<file path="src/rtl/renkon_pkg.sv">
// Shared types and default sizes for the renkon layer controller.
package renkon_pkg;

    localparam int DEF_CORE    = 8;
    localparam int DEF_LWIDTH  = 12;
    localparam int DEF_MEMSIZE = 12;
    localparam int DEF_NETSIZE = 11;

    typedef enum logic [2:0] {
        IDLE,
        FETCH,
        START,
        WAIT,
        NEXT
    } state_t;

    typedef struct packed {
        logic [DEF_LWIDTH-1:0]  total_in;
        logic [DEF_LWIDTH-1:0]  total_out;
        logic [DEF_MEMSIZE-1:0] in_size;
        logic [DEF_MEMSIZE-1:0] out_size;
        logic [DEF_MEMSIZE-1:0] in_offset;
        logic [DEF_MEMSIZE-1:0] out_offset;
        logic [DEF_NETSIZE-1:0] net_offset;
        logic [DEF_NETSIZE-1:0] net_stride;
    } layer_desc_t;

endpackage

</file>
<file path="src/rtl/renkon_desc_fifo.sv">
// Layer descriptor queue; QDEPTH must be a power of two, at least 2.
module renkon_desc_fifo
    import renkon_pkg::*;
#(
    parameter int  QDEPTH = 4,
    parameter type desc_t = layer_desc_t
) (
    input  logic  clk,
    input  logic  xrst,
    input  logic  clear,
    input  logic  push,
    input  desc_t push_desc,
    output logic  ready,
    input  logic  pop,
    output desc_t pop_desc,
    output logic  empty
);

    localparam int AW = $clog2(QDEPTH);

    desc_t         mem [QDEPTH];
    logic [AW-1:0] wr_ptr;
    logic [AW-1:0] rd_ptr;
    logic [AW:0]   count;
    logic          push_ok;
    logic          pop_ok;

    // A push coinciding with clear is dropped along with the queue contents.
    assign ready    = count < (AW+1)'(QDEPTH);
    assign empty    = count == '0;
    assign push_ok  = push && ready && !clear;
    assign pop_ok   = pop && !empty && !clear;
    assign pop_desc = mem[rd_ptr];

    always_ff @(posedge clk) begin
        if (push_ok) begin
            mem[wr_ptr] <= push_desc;
        end
    end

    always_ff @(posedge clk or negedge xrst) begin
        if (!xrst) begin
            wr_ptr <= '0;
            rd_ptr <= '0;
            count  <= '0;
        end else if (clear) begin
            wr_ptr <= '0;
            rd_ptr <= '0;
            count  <= '0;
        end else begin
            if (push_ok) begin
                wr_ptr <= wr_ptr + AW'(1);
            end
            if (pop_ok) begin
                rd_ptr <= rd_ptr + AW'(1);
            end
            if (push_ok && !pop_ok) begin
                count <= count + (AW+1)'(1);
            end else if (pop_ok && !push_ok) begin
                count <= count - (AW+1)'(1);
            end
        end
    end

endmodule

</file>
<file path="src/rtl/renkon_ctrl_layer.sv">
// Layer sequencer: walks (group, input) passes for each queued descriptor.
// Define RENKON_LAYER_PERF_EN to add the perf_cycles layer cycle counter.
module renkon_ctrl_layer
    import renkon_pkg::*;
#(
    parameter int CORE    = DEF_CORE,
    parameter int LWIDTH  = DEF_LWIDTH,
    parameter int MEMSIZE = DEF_MEMSIZE,
    parameter int NETSIZE = DEF_NETSIZE,
    parameter int QDEPTH  = 4
) (
    input  logic               clk,
    input  logic               xrst,
    input  logic               clear,
    input  logic               desc_valid,
    output logic               desc_ready,
    input  logic [LWIDTH-1:0]  desc_total_in,
    input  logic [LWIDTH-1:0]  desc_total_out,
    input  logic [MEMSIZE-1:0] desc_in_size,
    input  logic [MEMSIZE-1:0] desc_out_size,
    input  logic [MEMSIZE-1:0] desc_in_offset,
    input  logic [MEMSIZE-1:0] desc_out_offset,
    input  logic [NETSIZE-1:0] desc_net_offset,
    input  logic [NETSIZE-1:0] desc_net_stride,
    output logic               run_start,
    output logic [MEMSIZE-1:0] run_in_addr,
    output logic [MEMSIZE-1:0] run_out_addr,
    output logic [NETSIZE-1:0] run_net_addr,
    output logic               first_input,
    output logic               last_input,
    output logic [CORE-1:0]    core_mask,
    input  logic               run_done,
    output logic               layer_done,
    output logic               busy,
    output logic               ack
`ifdef RENKON_LAYER_PERF_EN
    ,
    output logic [31:0]        perf_cycles
`endif
);

    // Group stride is out_size*CORE; CORE is a power of two so this is a shift.
    localparam int CORE_SHIFT = $clog2(CORE);

    state_t             state;
    state_t             state_next;
    layer_desc_t        push_desc;
    layer_desc_t        head;
    logic               fifo_empty;
    logic               pop;
    logic [LWIDTH-1:0]  total_in;
    logic [LWIDTH-1:0]  idx;
    logic [LWIDTH-1:0]  remain;
    logic [MEMSIZE-1:0] in_offset;
    logic [MEMSIZE-1:0] in_size;
    logic [MEMSIZE-1:0] out_step;
    logic [NETSIZE-1:0] net_stride;
    logic               skip;
    logic               last_pass;

    function automatic logic [CORE-1:0] group_mask(input logic [LWIDTH-1:0] rem);
        logic [CORE-1:0] m;
        for (int k = 0; k < CORE; k++) begin
            m[k] = rem > LWIDTH'(k);
        end
        return m;
    endfunction

    assign push_desc = '{
        total_in:   desc_total_in,
        total_out:  desc_total_out,
        in_size:    desc_in_size,
        out_size:   desc_out_size,
        in_offset:  desc_in_offset,
        out_offset: desc_out_offset,
        net_offset: desc_net_offset,
        net_stride: desc_net_stride
    };

    renkon_desc_fifo #(
        .QDEPTH (QDEPTH),
        .desc_t (layer_desc_t)
    ) u_fifo (
        .clk       (clk),
        .xrst      (xrst),
        .clear     (clear),
        .push      (desc_valid),
        .push_desc (push_desc),
        .ready     (desc_ready),
        .pop       (pop),
        .pop_desc  (head),
        .empty     (fifo_empty)
    );

    assign last_pass  = (idx == total_in - LWIDTH'(1)) && (remain <= LWIDTH'(CORE));
    assign run_start  = (state == START) && !clear;
    assign busy       = (state != IDLE) || !fifo_empty;
    assign ack        = (state == IDLE) && fifo_empty;

    always_ff @(posedge clk or negedge xrst) begin
        if (!xrst) begin
            state <= IDLE;
        end else begin
            state <= state_next;
        end
    end

    always_comb begin
        state_next = state;
        pop        = 1'b0;
        layer_done = 1'b0;
        case (state)
            IDLE:  if (!fifo_empty) state_next = FETCH;
            FETCH: begin
                pop        = 1'b1;
                state_next = (head.total_in == '0 || head.total_out == '0) ? NEXT : START;
            end
            START: state_next = WAIT;
            WAIT:  if (run_done) state_next = NEXT;
            NEXT: begin
                if (skip || last_pass) begin
                    layer_done = 1'b1;
                    state_next = IDLE;
                end else begin
                    state_next = START;
                end
            end
            default: state_next = IDLE;
        endcase
        if (clear) begin
            state_next = IDLE;
            layer_done = 1'b0;
        end
    end

    // Pass outputs only move in FETCH and NEXT, so they hold from START through WAIT.
    always_ff @(posedge clk or negedge xrst) begin
        if (!xrst) begin
            total_in     <= '0;
            in_offset    <= '0;
            in_size      <= '0;
            out_step     <= '0;
            net_stride   <= '0;
            idx          <= '0;
            remain       <= '0;
            skip         <= 1'b0;
            run_in_addr  <= '0;
            run_out_addr <= '0;
            run_net_addr <= '0;
            first_input  <= 1'b0;
            last_input   <= 1'b0;
            core_mask    <= '0;
        end else if (!clear) begin
            if (state == FETCH) begin
                total_in     <= head.total_in;
                in_offset    <= head.in_offset;
                in_size      <= head.in_size;
                out_step     <= head.out_size << CORE_SHIFT;
                net_stride   <= head.net_stride;
                idx          <= '0;
                remain       <= head.total_out;
                skip         <= (head.total_in == '0) || (head.total_out == '0);
                run_in_addr  <= head.in_offset;
                run_out_addr <= head.out_offset;
                run_net_addr <= head.net_offset;
                first_input  <= 1'b1;
                last_input   <= head.total_in == LWIDTH'(1);
                core_mask    <= group_mask(head.total_out);
            end else if (state == NEXT && !skip && !last_pass) begin
                run_net_addr <= run_net_addr + net_stride;
                if (idx == total_in - LWIDTH'(1)) begin
                    idx          <= '0;
                    remain       <= remain - LWIDTH'(CORE);
                    run_in_addr  <= in_offset;
                    run_out_addr <= run_out_addr + out_step;
                    core_mask    <= group_mask(remain - LWIDTH'(CORE));
                    first_input  <= 1'b1;
                    last_input   <= total_in == LWIDTH'(1);
                end else begin
                    idx          <= idx + LWIDTH'(1);
                    run_in_addr  <= run_in_addr + in_size;
                    first_input  <= 1'b0;
                    last_input   <= (idx + LWIDTH'(2)) == total_in;
                end
            end
        end
    end

`ifdef RENKON_LAYER_PERF_EN
    logic [31:0] perf_count;

    always_ff @(posedge clk or negedge xrst) begin
        if (!xrst) begin
            perf_count  <= '0;
            perf_cycles <= '0;
        end else begin
            if (state == FETCH) begin
                perf_count <= 32'd1;
            end else if (state != IDLE && perf_count != '1) begin
                perf_count <= perf_count + 32'd1;
            end
            if (layer_done) begin
                perf_cycles <= (perf_count == '1) ? perf_count : perf_count + 32'd1;
            end
        end
    end
`endif

endmodule
</file>
<file path="config.mk">
export PLATFORM = sky130hd
export DESIGN_NAME = renkon_ctrl_layer
export DESIGN_NICKNAME = d
export VERILOG_FILES = /design/src/rtl/renkon_pkg.sv /design/src/rtl/renkon_desc_fifo.sv /design/src/rtl/renkon_ctrl_layer.sv
export SDC_FILE = /design/constraint.sdc
export NUM_CORES = 1
export LEC_CHECK = 0
export ABC_AREA = 1
export BUFFER_PORTS_ARGS = -buffer_cell sky130_fd_sc_hd__buf_2
export CAP_MARGIN = 20
export CORE_MARGIN = 5
export CORE_UTILIZATION = 51
export DETAILED_ROUTE_END_ITERATION = 16
export MAX_ROUTING_LAYER = met4
export PLACE_DENSITY = 0.69
export SLEW_MARGIN = 15
export SYNTH_ARGS = -nofsm -noshare
export SYNTH_HDL_FRONTEND = slang
export SYNTH_SLANG_ARGS = --single-unit
</file>
<file path="constraint.sdc">
create_clock -name clk -period 7.4 [get_ports clk]
set_input_delay 0.37 -clock clk [delete_from_list [all_inputs] [get_ports clk]]
set_output_delay 0.37 -clock clk [all_outputs]
set_load 0.03 [all_outputs]
</file>
---- Yosys cells after proc, flatten, opt, wreduce, memory -nomap -nowiden ----
Memory sizes are Yosys's and may differ from the RTL's.
Index checks and enable logic that the tools add are counted.
operators by class
  equality and inequality tests ........... 10
  order comparisons ....................... 18
  bitwise operators ....................... 1
  $add $sub $neg .......................... 11
  multiplexer cells ....................... 42
  reduce and logical (&&, ||, !) cells .... 34
operators by type and width
  kind                                                             number
  2-to-1 mux 12 bit                                                12
  > comparator 12 x 3 -> 1 bit, second input constant              8
  > comparator 12 x 1 -> 1 bit, second input constant              4
  > comparator 12 x 2 -> 1 bit, second input constant              4
  adder 12 bit                                                     2
  == test 12 x 1 -> 1 bit, second input constant                   2
  == test 12 bit                                                   2
  zero test 12 bit                                                 2
  2-to-1 mux 8 bit                                                 3
  2-to-1 mux 11 bit                                                2
  2-to-1 mux 3 bit                                                 7
  case mux 3 bit (5 select lines)                                  1
  adder 12 x 1 -> 12 bit, second input constant                    1
  adder 12 x 2 -> 12 bit, second input constant                    1
  less-or-equal comparator 12 x 4 -> 1 bit, second input constant  1
  2-to-1 mux 1 bit                                                 12
  subtractor 12 x 1 -> 12 bit, second input constant               1
  subtractor 12 x 4 -> 12 bit, second input constant               1
  adder 11 bit                                                     1
  logical AND 1 bit                                                11
  2-to-1 mux 2 bit                                                 5
  nonzero test 2 bit                                               4
  == test 3 x 2 -> 1 bit, second input constant                    2
  zero test 1 bit                                                  6
  13 further kinds                                                 21
word-level totals
  flip-flop bits (word level) ............. 136
  memories ................................ 1
  RAM bits ................................ 376
memories
  memory      words  width  rd ports  clocked after Yosys merged registers in  wr ports  RTL line                RTL
  u_fifo.mem  4      94     1         0                                        1         renkon_desc_fifo.sv:21  desc_t mem [QDEPTH];

---- Logic depth before layout (Yosys ltp) ----
Gate-level depths: netlist (run 1).
  word-level depth ........................ 8
  depth in mapped cells ................... 17
  gate-level depth less buffers ........... 17

---- By module ----
Synthesis (run 1) repeated with hierarchy kept, for this count alone.
second synthesis, totals
  cell total of the unflattened synthesis .. 2,177
  area total of the unflattened synthesis .. 23,222.3 um^2
modules (own cells, without submodules)
  module             area each (um^2)  instances  cells each
  renkon_desc_fifo   14,403.8          1          968
  renkon_ctrl_layer  8,818.5           1          1,209

---- Worst setup path after synthesis (run 1) ----
No wires, ideal clock.
  path kind ............................... input port to flip-flop
  start point ............................. input clear
  end point ............................... memory u_fifo.mem[0][0] (netlist bit), enable pin
  buffers on the path ..................... 1
  library setup time ...................... 0.542 ns
  data required time ...................... 6.858 ns
  data arrival time ....................... 4.807 ns
  setup slack ............................. 2.051 ns
  stages on the path ...................... 4
  cell sequence ........................... clkbuf_1 > nor3_1 > inv_1 > nor2_1
between the ends
  cells in the longest elaborated chain, start to end .. 4
RTL lines
  what                                    RTL line                 RTL
  from (decl)                             renkon_ctrl_layer.sv:14  input logic clear,
  zero test 1 bit                         renkon_desc_fifo.sv:31   assign push_ok = push && ready && !clear;
  logical AND 1 bit                       renkon_desc_fifo.sv:31
  2-to-1 mux 1 bit                        renkon_desc_fifo.sv:36   if (push_ok) begin
  2-to-1 mux 1 bit (not written as such)  renkon_desc_fifo.sv:37   mem[wr_ptr] <= push_desc;
  to (decl)                               renkon_desc_fifo.sv:21
No other way between the ends.

---- Final worst setup path (run 1) ----
  start point ............................. register total_in[1]
  end point ............................... register remain[8]
between the ends
  cells in the longest elaborated chain, start to end .. 7
  elaborated cells on any way between the ends .. 8
  those cells by class .................... 1 x add/sub; 1 x eq/ne; 6 x reduce/logical
RTL lines
  what                                      RTL line                                           RTL
  from (decl)                               renkon_ctrl_layer.sv:51                            logic [LWIDTH-1:0] total_in;
  from (signal assigned)                    renkon_ctrl_layer.sv:155                           total_in <= head.total_in;
  subtractor 12 x 1 -> 12 bit (*)           renkon_ctrl_layer.sv:95, renkon_ctrl_layer.sv:171
  == test 12 bit (*)                        renkon_ctrl_layer.sv:95, renkon_ctrl_layer.sv:171
  logical AND 1 bit                         renkon_ctrl_layer.sv:95                            assign last_pass = (idx == total_in - LWIDTH'(1)) && (remain <= LWIDTH'(CORE));
  zero test 1 bit                           renkon_ctrl_layer.sv:169                           end else if (state == NEXT && !skip && !last_pass) begin
  logical AND 1 bit                         renkon_ctrl_layer.sv:169
  nonzero test 2 bit (no source line)       -
  AND reduction 3 bit (no source line) (*)  -
  to (signal assigned)                      renkon_ctrl_layer.sv:161                           remain <= head.total_out;
  to (signal assigned)                      renkon_ctrl_layer.sv:173                           remain <= remain - LWIDTH'(CORE);
  to (decl)                                 renkon_ctrl_layer.sv:53                            logic [LWIDTH-1:0] remain;
Mark *: on every way between the ends. The rest lies on a longest branch, timed or not.
A chain may end at the register's enable or synchronous reset.

==> results of run 1 <==
[kinds of logic after synthesis]
group,synth area share [%]
AO/OA/AOI/OAI,8.56
AND/OR/NAND/NOR,19.2
flip-flops,63.4
adder cells (fa/ha/maj),2.51
multiplexers,0.133
XOR/XNOR,2.01
buffers and inverters,4.16
[what timing repair did]
| action | 4_1_cts | 5_1_grt |
|---|---|---|
| endpoints found under the hold margin | 446 | 0 |
| hold buffers | 91 | 0 |
| buffers inserted | 0 | 0 |
| setup endpoints to repair | 0 | 0 |
[stage by stage]
| stage | hold slack, ns | setup slack [ns] | area (um2) | power, mW |
|---|---|---|---|---|
| 2_1_floorplan | 0.0744 | 2.05 | 22600 | 6.76 |
| 3_3_place_gp | 0.455 | 3.77 | 23800 | 7.79 |
| 3_5_place_dp | 0.457 | 3.77 | 23800 | 7.87 |
| 4_1_cts | 0.0173 | 3.77 | 26300 | 10.4 |
| 5_1_grt | 0.0397 | 3.47 | 26400 | 11.0 |
| 6_report | 0.0629 | 3.75 | 26400 | 10.3 |
[where the power goes]
group	switching (mW)	internal, mW	leakage [nW]
clock network	1.04	1.39	0.783
registers	0.373	3.45	4.97
logic	2.74	1.32	4.98
total	4.16	6.16	10.7
[placed cells by master (no fill, tap or decap), types with 16 or more instances in the layout]
master,n
nand2_1,504
edfxtp_1,364
nor2_1,303
o21ai_0,193
nand3_1,156
buf_2,144
dfrtp_1,134
inv_1,119
dlygate4sd3_1,91
clkbuf_16,52
a21oi_1,48
o22ai_1,41
ha_1,39
xor2_1,38
a31oi_1,32
nand4_1,25
nor3_1,22
clkbuf_1,16
[routing by layer]
metal	part of all wire [%]	vias up
met5	0	-
met4	2.8	0
met3	6.3	114
met2	48	488
met1	43	8113
li1	-	8044
[final timing paths]
check / from / depth (start not counted) / endpoint / slack (ns)
worst max-delay path: total_in[1] / 15 / remain[8] / 3.75
worst min-delay path: desc_net_offset[7] / 1 / u_fifo.mem[1][18] / 0.06
worst max register to register: total_in[1] / 15 / remain[8] / 3.75
worst min register to register: first_input / 2 / first_input / 0.47
max in group asynchronous: xrst / 3 / out_step[6] / 5.65
min in group asynchronous: xrst / 2 / run_out_addr[1] / 0.40
[flip-flops by register name (all words and copies together), names as in the netlist, 12 cells and up]
| register | cells |
|---|---|
| in_offset | 12 |
| run_out_addr | 12 |
| u_fifo.mem | 364 |
| in_size | 12 |
| idx | 12 |
| remain | 12 |
| total_in | 12 |
| run_in_addr | 12 |
[layout make-up]
type | count | area [um2] | share of cell area, %
clock buffers | 74 | 1440 | 5.48
flip-flops and latches | 500 | 14300 | 54.4
well taps | 592 | 741 | 2.81
diodes | 3 | 7.51 | 0.0285
multi-input cells | 1487 | 7380 | 28.0
clock inverters | 19 | 160 | 0.608
inverters | 125 | 473 | 1.79
repair buffers | 253 | 1810 | 6.86
==> results.sh, run 1 <==
export IMPL_antenna_found_initial=3
export IMPL_design_core_area_mm2=0.0440
export IMPL_htree_levels=2
export IMPL_setup_viol=0
export IMPL_grt_util_met2_pct=38.7
export IMPL_drc=0
export IMPL_async_flop_share_pct=27.2
export IMPL_yosysTopAreaCell="edfxtp_1"
export IMPL_yosysWarnings=0
export IMPL_grt_pass1_wl_mm=87.8
export IMPL_synth_area_leaders="edfxtp_1 (48%), dfrtp_1 (15%), nand2_1 (8.4%)"
export IMPL_setup_worst_path_class="reg2reg"
export IMPL_crit_top_cell="nand2_1"
export IMPL_status="completed"
export IMPL_gr_usage_met3_pct=4.51
export IMPL_io_buffer_count=145
export IMPL_gp_congestion=0.899
export IMPL_synth_flop_cell="edfxtp_1"
export IMPL_grtUsageMet1_pct=30.9
export IMPL_netlist_area_leader_share_pct=48.3
export IMPL_cts_resized=0
export IMPL_io_pins=149
export IMPL_ir_drop_mv=0.254
export IMPL_first_pass_iters=5
export IMPL_num_rows=77
export IMPL_arrival_ns=4.12
export IMPL_synth_commonest_cells="nand2_1 (504), edfxtp_1 (364), nor2_1 (308)"
export IMPL_syn_nets=2362
export IMPL_fp_dieH_um=221
export IMPL_end_kind="flip-flop"
export IMPL_syn_area_per_cell_um2=10.2
export IMPL_drv_slew=0
export IMPL_power_per_cell_area_mw_per_mm2=391
export IMPL_tightest_slew_ns=1.09
export IMPL_maxCapViolations=0
export IMPL_avgViaCountPerCell=5.49
export IMPL_p_leak_nw=10.7
export IMPL_insertion_delay_ns=0.60
export IMPL_yosysMostFrequentCell="nand2_1"
export IMPL_routed_wirelength_mm=56.3
export IMPL_slowest_stage="a21oi_4"
export IMPL_die_w_um=221
export IMPL_drive_above_1_share_pct=11.1
export IMPL_start_util_pct=51.4
export IMPL_crit_path_max_fanout=27
export IMPL_clock_fmax_ghz=0.274
export IMPL_slowest_delay_ns=0.83
export IMPL_cts_sink_count=500
export IMPL_rsz0062_at_grt="no"
export IMPL_syn_area_mm2=0.0226
export IMPL_critPathTopFamily="simple AND/OR/NAND/NOR gates"
export IMPL_grt_usage_pct=23.7
export IMPL_dp_cells=2866
export IMPL_busiest_layer="met2"
export IMPL_cp_start_kind="flip-flop"
export IMPL_ant_nets=0
export IMPL_crit_required_ns=7.87
export IMPL_cts_tree="yes"
export IMPL_cp_cell_sequence="inv_1 -> ha_1 -> inv_1 -> nand2_1 -> nand2_1 -> nor2_1 -> nand2_1 -> nor2_1 -> nand3b_1 -> nor2_4 -> nand3_2 -> a21oi_4 -> nand2_4 -> nand2_1 -> nand2_1"
export IMPL_layout_min_cycle_time_ns=3.65
export IMPL_grt_ovfl_total=0
export IMPL_nFillCells=3623
export IMPL_drt_first_iter_violations=1220
export IMPL_dieArea_mm2=0.0486
export IMPL_clk_pin_slew_ns=0.06
export IMPL_ys_types=46
export IMPL_worstHoldPathType="in2reg"
export IMPL_numCtsBuffers=50
export IMPL_clk_path_buf_depth=3
export IMPL_relSlewSlack_pct=27.6
export IMPL_grt_pass1_vias=16141
export IMPL_wl_per_cell_um=18.5
export IMPL_synthCells=2220
export IMPL_finalSetupTns_ns=0
export IMPL_final_util_pct=59.8
export IMPL_synth_edff_count=364
export IMPL_area_growth_pct=16.5
export IMPL_finalHoldViolCount=0
export IMPL_final_cells=3053
export IMPL_root_buffer="clkbuf_16"
export IMPL_yosysSeqAreaShare_pct=63.4
export IMPL_fin_nets=2559
export IMPL_dp_hpwl_mm=33.9
export IMPL_grt_max_degree=104
export IMPL_worst_clock_skew_ns=0.0181
export IMPL_path_buf_inv=2
export IMPL_vias=16759
export IMPL_ys_ff_latch=500
export IMPL_period_share_pct=49.3
No activity file was read; power rests on OpenSTA's default activity.
==> inputs of run 2 (changes only) <==
--- a/config.mk
+++ b/config.mk
@@ -5,14 +5,14 @@
 export SDC_FILE = /design/constraint.sdc
 export NUM_CORES = 1
 export LEC_CHECK = 0
-export ABC_AREA = 1
+export ABC_AREA = 0
 export BUFFER_PORTS_ARGS = -buffer_cell sky130_fd_sc_hd__buf_2
 export CAP_MARGIN = 20
 export CORE_MARGIN = 5
 export CORE_UTILIZATION = 51
 export DETAILED_ROUTE_END_ITERATION = 16
 export MAX_ROUTING_LAYER = met4
-export PLACE_DENSITY = 0.69
+export PLACE_DENSITY = 0.72
 export SLEW_MARGIN = 15
 export SYNTH_ARGS = -nofsm -noshare
 export SYNTH_HDL_FRONTEND = slang
==> constraint.sdc (replaced) <==
create_clock -name clk -period 3.2 [get_ports clk]
set_input_delay 0.16 -clock clk [delete_from_list [all_inputs] [get_ports clk]]
set_output_delay 0.16 -clock clk [all_outputs]
set_load 0.03 [all_outputs]
==> results.sh, run 2 <==
export IMPL_end_kind="output pin"
export IMPL_drc=0
export IMPL_numCtsBuffers=50
export IMPL_drive_above_1_share_pct=27.6
export IMPL_yosysWarnings=0
export IMPL_period_share_pct=101
export IMPL_layout_common_cells="edfxtp_1 (364), buf_2 (143), dfrtp_1 (132)"
export IMPL_grt_pass1_vias=13500
export IMPL_largest_reg_flops=364
export IMPL_gp_congestion=0.850
export IMPL_cts_tree="yes"
export IMPL_insertion_delay_ns=0.60
export IMPL_register_area_mm2=0.0143
export IMPL_synth_commonest_cells="edfxtp_1 (364), dfrtp_1 (136), mux4_2 (91), nor2_1 (91), nand2_1 (69)"
export IMPL_tightest_slew_ns=0.839
export IMPL_power_per_cell_area_mw_per_mm2=879
export IMPL_vias=12830
export IMPL_setup_ws_ns=-0.0338
export IMPL_yosysSeqAreaShare_pct=67.0
export IMPL_cp_start_kind="flip-flop"
export IMPL_syn_area_per_cell_um2=15.7
export IMPL_worstHoldPathType="in2reg"
export IMPL_fin_nets=1795
export IMPL_crit_required_ns=3.04
export IMPL_grt_max_degree=80
export IMPL_fp_dieH_um=215
export IMPL_pre_cts_ws_ns=0.0000835
export IMPL_finalSetupTns_ns=-0.0338
export IMPL_dp_cells=2033
export IMPL_final_cells=2241
export IMPL_synth_flop_cell="edfxtp_1"
export IMPL_htree_levels=2
export IMPL_netlist_area_leader_share_pct=51.1
export IMPL_yosysTopAreaCell="edfxtp_1"
export IMPL_relSlewSlack_pct=44.0
export IMPL_rsz0062_at_grt="yes"
export IMPL_area_growth_pct=20.9
export IMPL_ys_types=69
export IMPL_yosysMostFrequentCell="edfxtp_1"
export IMPL_cts_sink_count=500
export IMPL_drt_first_iter_violations=761
export IMPL_dieArea_mm2=0.0461
export IMPL_first_pass_iters=5
export IMPL_status="complete, but fails checks"
export IMPL_setup_worst_path_class="reg2out"
export IMPL_ir_drop_mv=0.579
export IMPL_clk_pin_slew_ns=0.06
export IMPL_setup_viol=1
export IMPL_syn_area_mm2=0.0214
export IMPL_grt_ovfl_total=0
export IMPL_io_pins=149
export IMPL_multi_input_area_mm2=0.00671
export IMPL_ant_nets=0
export IMPL_drv_slew=0
export IMPL_layout_min_cycle_time_ns=3.23
export IMPL_synth_area_leaders="edfxtp_1 (51%), dfrtp_1 (16%), mux4_2 (9.6%)"
export IMPL_start_util_pct=51.2
export IMPL_fin_hold_ws_ns=0.0673
export IMPL_crit_path_max_fanout=6
export IMPL_maxCapViolations=0
export IMPL_wl_per_cell_um=21.3
export IMPL_finalHoldViolCount=0
export IMPL_design_core_area_mm2=0.0418
export IMPL_final_common_cell="edfxtp_1"
export IMPL_ys_ff_latch=500
export IMPL_finalPower_mw=22.7
export IMPL_dp_hpwl_mm=30.0
export IMPL_avgViaCountPerCell=5.73
export IMPL_io_buffer_count=145
export IMPL_p_leak_nw=9.39
export IMPL_nFillCells=3042
export IMPL_arrival_ns=3.07
export IMPL_clock_fmax_ghz=0.309
export IMPL_root_buffer="clkbuf_16"
export IMPL_synthCells=1366
export IMPL_syn_nets=1508
export IMPL_async_flop_share_pct=27.2
export IMPL_antenna_found_initial=6
export IMPL_violations="setup timing"
export IMPL_grt_usage_pct=21.5
export IMPL_clk_path_buf_depth=3
export IMPL_synth_edff_count=364
export IMPL_worst_clock_skew_ns=0.0145
export IMPL_routed_wirelength_mm=47.7
export IMPL_num_rows=75
export IMPL_dpl_instance_area_mm2=0.0230
export IMPL_grt_pass1_wl_mm=76.3
export IMPL_final_util_pct=61.9
export IMPL_largest_register="u_fifo.mem"
export IMPL_design_area_mm2=0.0259
export IMPL_die_w_um=215
==> run 2: changes by cell type after synthesis, moves of 20 or more <==
| cell | previous run | this run |
|---|---|---|
| o22ai_1 | 41 | 1 |
| xnor2_1 | 14 | 34 |
| nor2_1 | 308 | 91 |
| nand2_1 | 504 | 69 |
| mux4_2 | 0 | 91 |
| mux2_2 | 0 | 55 |
| clkbuf_1 | 81 | 42 |
| o21ai_0 | 193 | 67 |
| nand3_1 | 156 | 20 |
| inv_1 | 121 | 38 |
==> run 2: cells by family (layout without fill, tap and decap cells) <==
kind of cell / Yosys count / after routing / synth area share (%)
other cells: 0 / 7 / 0
flops: 500 / 500 / 67.0
xor+xnor: 53 / 53 / 2.17
fa+ha+maj: 43 / 43 / 2.66
simple gates: 279 / 279 / 6.33
compound gates: 224 / 224 / 6.55
buf+inv: 106 / 435 / 2.11
mux: 161 / 161 / 13.2
==> run 2: per-layer routing <==
layer  vias to the layer above  share of wire [%]  global-route usage [%]
met2                       355                 50                    34.8
met3                        86                5.4                    3.94
met1                      6523                 42                    27.9
li1                       5866                  -                       -
met4                         0                2.7                    7.00
met5                         -                  0                       -
==> run 2: final timing paths <==
kind                                start                to  slack [ns]  cells past startpoint
min in group asynchronous            xrst       total_in[6]        0.23                      2
hold / removal                 desc_valid  u_fifo.wr_ptr[0]        0.07                      4
hold reg to reg            run_in_addr[3]    run_in_addr[3]        0.51                      1
setup reg to reg              total_in[1]            idx[9]        0.16                     11
setup / recovery              total_in[1]        layer_done       -0.03                      8
max in group asynchronous            xrst       out_step[6]        2.08                      3
==> run 2: layout make-up <==
class                   count  area share, %
flip-flops and latches    500           55.5
inverters                  38          0.552
well taps                 539           2.61
clock inverters            31           1.25
multi-input cells         760           25.9
diodes                      7         0.0678
repair buffers            303           8.88
clock buffers              63           5.22
==> run 2: worst max-delay path, stage by stage (launching register included) <==
cell and delay, ns:
dfrtp_1 0.40, or4_4 0.63, nor4b_4 0.26, xor2_1 0.20
nand3_2 0.12, nor3_4 0.24, a21oi_2 0.09, nor4bb_2 0.32
buf_4 0.22
==> run 2: timing repair <==
item / CTS / global route
pin swaps: 10 / 4
cloned: 0 / 0
resized for setup: 15 / 4
endpoints found under the hold margin: 449 / 0
hold buffers: 94 / 0
setup endpoints to repair: 3 / 15
buffers inserted: 7 / 6
==> run 2: where the power goes <==
part           switching (mW)  internal, mW  total, mW  leakage [nW]
combinational            4.39          3.53       7.92          3.64
sequential              0.815          8.06       8.87          4.93
clock                    2.44          3.48       5.92         0.822
==> inputs of run 3 (changes only) <==
--- a/config.mk
+++ b/config.mk
@@ -6,13 +6,17 @@
 export NUM_CORES = 1
 export LEC_CHECK = 0
 export ABC_AREA = 0
+export ABC_CLOCK_PERIOD_IN_PS = 3200
 export BUFFER_PORTS_ARGS = -buffer_cell sky130_fd_sc_hd__buf_2
 export CAP_MARGIN = 20
+export CELL_PAD_IN_SITES_DETAIL_PLACEMENT = 2
+export CELL_PAD_IN_SITES_GLOBAL_PLACEMENT = 2
 export CORE_MARGIN = 5
-export CORE_UTILIZATION = 51
+export CORE_UTILIZATION = 40
 export DETAILED_ROUTE_END_ITERATION = 16
 export MAX_ROUTING_LAYER = met4
-export PLACE_DENSITY = 0.72
+export PLACE_DENSITY_LB_ADDON = 0.1
+export SKIP_LAST_GASP = 1
 export SLEW_MARGIN = 15
 export SYNTH_ARGS = -nofsm -noshare
 export SYNTH_HDL_FRONTEND = slang
==> results.sh, run 3 (synthesized netlist as in run 2, its figures left out) <==
export IMPL_relSlewSlack_pct=36.3
export IMPL_clk_path_buf_depth=3
export IMPL_numCtsBuffers=55
export IMPL_first_pass_iters=4
export IMPL_violations="setup timing"
export IMPL_avgViaCountPerCell=5.42
export IMPL_die_w_um=241
export IMPL_final_common_cell="edfxtp_1"
export IMPL_dp_cells=2179
export IMPL_io_buffer_count=145
export IMPL_gp_congestion=0.815
export IMPL_layout_min_cycle_time_ns=3.36
export IMPL_final_cells=2397
export IMPL_root_buffer="clkbuf_16"
export IMPL_io_pins=149
export IMPL_ant_nets=0
export IMPL_cts_sink_count=500
export IMPL_p_leak_nw=9.56
export IMPL_maxCapViolations=0
export IMPL_grt_ovfl_total=0
export IMPL_finalHoldViolCount=0
export IMPL_grt_usage_pct=21.0
export IMPL_drive_above_1_share_pct=28.1
export IMPL_cp_start_kind="flip-flop"
export IMPL_fin_hold_ws_ns=0.124
export IMPL_routed_wirelength_mm=58.9
export IMPL_crit_required_ns=3.04
export IMPL_finalSetupTns_ns=-0.165
export IMPL_clk_pin_slew_ns=0.06
export IMPL_period_share_pct=105
export IMPL_cts_tree="yes"
export IMPL_power_per_cell_area_mw_per_mm2=915
export IMPL_worstHoldPathType="in2reg"
export IMPL_setup_ws_ns=-0.165
export IMPL_layout_common_cells="edfxtp_1 (364), buf_2 (143), dfrtp_1 (134)"
export IMPL_ir_drop_mv=0.762
export IMPL_crit_top_cell="buf_4"
export IMPL_setup_viol=1
export IMPL_worst_clock_skew_ns=0.0102
export IMPL_vias=12983
export IMPL_cp_cell_sequence="buf_4 -> or4_4 -> nor4b_4 -> xor2_1 -> nand3_2 -> nor3_4 -> a21oi_2 -> nor4bb_2 -> buf_4"
export IMPL_final_util_pct=50.0
export IMPL_fin_nets=1801
export IMPL_design_core_area_mm2=0.0528
export IMPL_drc=0
export IMPL_start_util_pct=40.5
export IMPL_area_growth_pct=23.3
export IMPL_dieArea_mm2=0.0582
export IMPL_grt_pass1_vias=14828
export IMPL_fp_dieH_um=241
export IMPL_status="complete, but fails checks"
export IMPL_largest_reg_flops=364
export IMPL_drv_slew=0
export IMPL_antenna_found_initial=2
export IMPL_end_kind="output pin"
export IMPL_tightest_slew_ns=0.955
export IMPL_finalPower_mw=24.1
export IMPL_setup_worst_path_class="reg2out"
export IMPL_num_rows=84
export IMPL_grt_pass1_wl_mm=90.9
export IMPL_clock_fmax_ghz=0.297
export IMPL_drt_first_iter_violations=615
export IMPL_arrival_ns=3.20
export IMPL_slowest_delay_ns=0.61
export IMPL_grt_max_degree=70
export IMPL_insertion_delay_ns=0.60
export IMPL_largest_register="u_fifo.mem"
export IMPL_htree_levels=2
export IMPL_rsz0062_at_grt="yes"
export IMPL_slowest_stage="or4_4"
export IMPL_wl_per_cell_um=24.6
export IMPL_dp_hpwl_mm=38.4
export IMPL_crit_path_max_fanout=6
==> run 3: cell types whose count changed in the layout (fill, tap and decap cells not counted), moves of 3 or more <==
cell / change
bufinv_16: +4
buf_12: +3
diode_2: -4
clkinv_4: +3
clkbuf_1: -3
clkbuf_16: +7
==> run 3: routing by layer <==
layer	up-vias	global-route usage, %	part of all wire (%)
li1	5869	-	-
met5	-	-	0
met3	67	2.64	3.0
met4	0	4.07	1.5
met1	6852	27.6	44
met2	195	35.7	51
==> run 3: layout make-up <==
cell class / count / area, um2
clock buffer: 68 / 1530
fill: 4951 / 26400
inverter: 38 / 143
timing repair buffer: 304 / 2330
sequential: 500 / 14300
antenna: 3 / 7.51
clock inverter: 36 / 467
tap: 688 / 861
multi-input combinational: 760 / 6690
==> run 3: path summary, 6_finish.rpt <==
check / from / to / slack [ns] / cells after the start
min in group asynchronous: xrst / total_in[5] / 0.17 / 2
max in group asynchronous: xrst / u_fifo.rd_ptr[1] / 2.20 / 3
setup / recovery: total_in[1] / layer_done / -0.16 / 9
hold reg to reg: in_offset[4] / in_offset[4] / 0.51 / 1
hold / removal: desc_valid / u_fifo.wr_ptr[0] / 0.12 / 4
setup reg to reg: total_in[1] / idx[9] / 0.08 / 11
==> run 3: critical path, delay by kind of cell, from the launching register on <==
kind                      cells  cell delay, ns
DFF                           1            0.38
buffers and inverters         2            0.37
xor gates and xnor gates      1            0.23
and+or+nand+nor               5            1.52
AOI/OAI and AO/OA             1            0.09
==> run 3: per-stage QoR <==
step | instance area [um2] | setup slack [ns]
after global routing | 26400 | -0.293
after floorplan | 21400 | 0.0296
after detailed placement | 23200 | -0.00174
final | 26400 | -0.165
after CTS | 26200 | -0.244
after global placement | 23200 | 0.106
==> run 3: power by group <==
| group | leakage (nW) | internal [mW] | switching (mW) |
|---|---|---|---|
| combinational | 3.65 | 3.60 | 4.69 |
| sequential | 4.93 | 8.06 | 0.903 |
| clock | 0.973 | 4.21 | 2.67 |
| total | 9.56 | 15.9 | 8.26 |
==> run 3: timing repair <==
action | in CTS | in global routing
setup endpoints to repair | 3 | 39
buffers inserted | 4 | 13
resized for setup | 7 | 6
hold buffers | 94 | 0
pin swaps | 7 | 8
endpoints found under the hold margin | 440 | 0
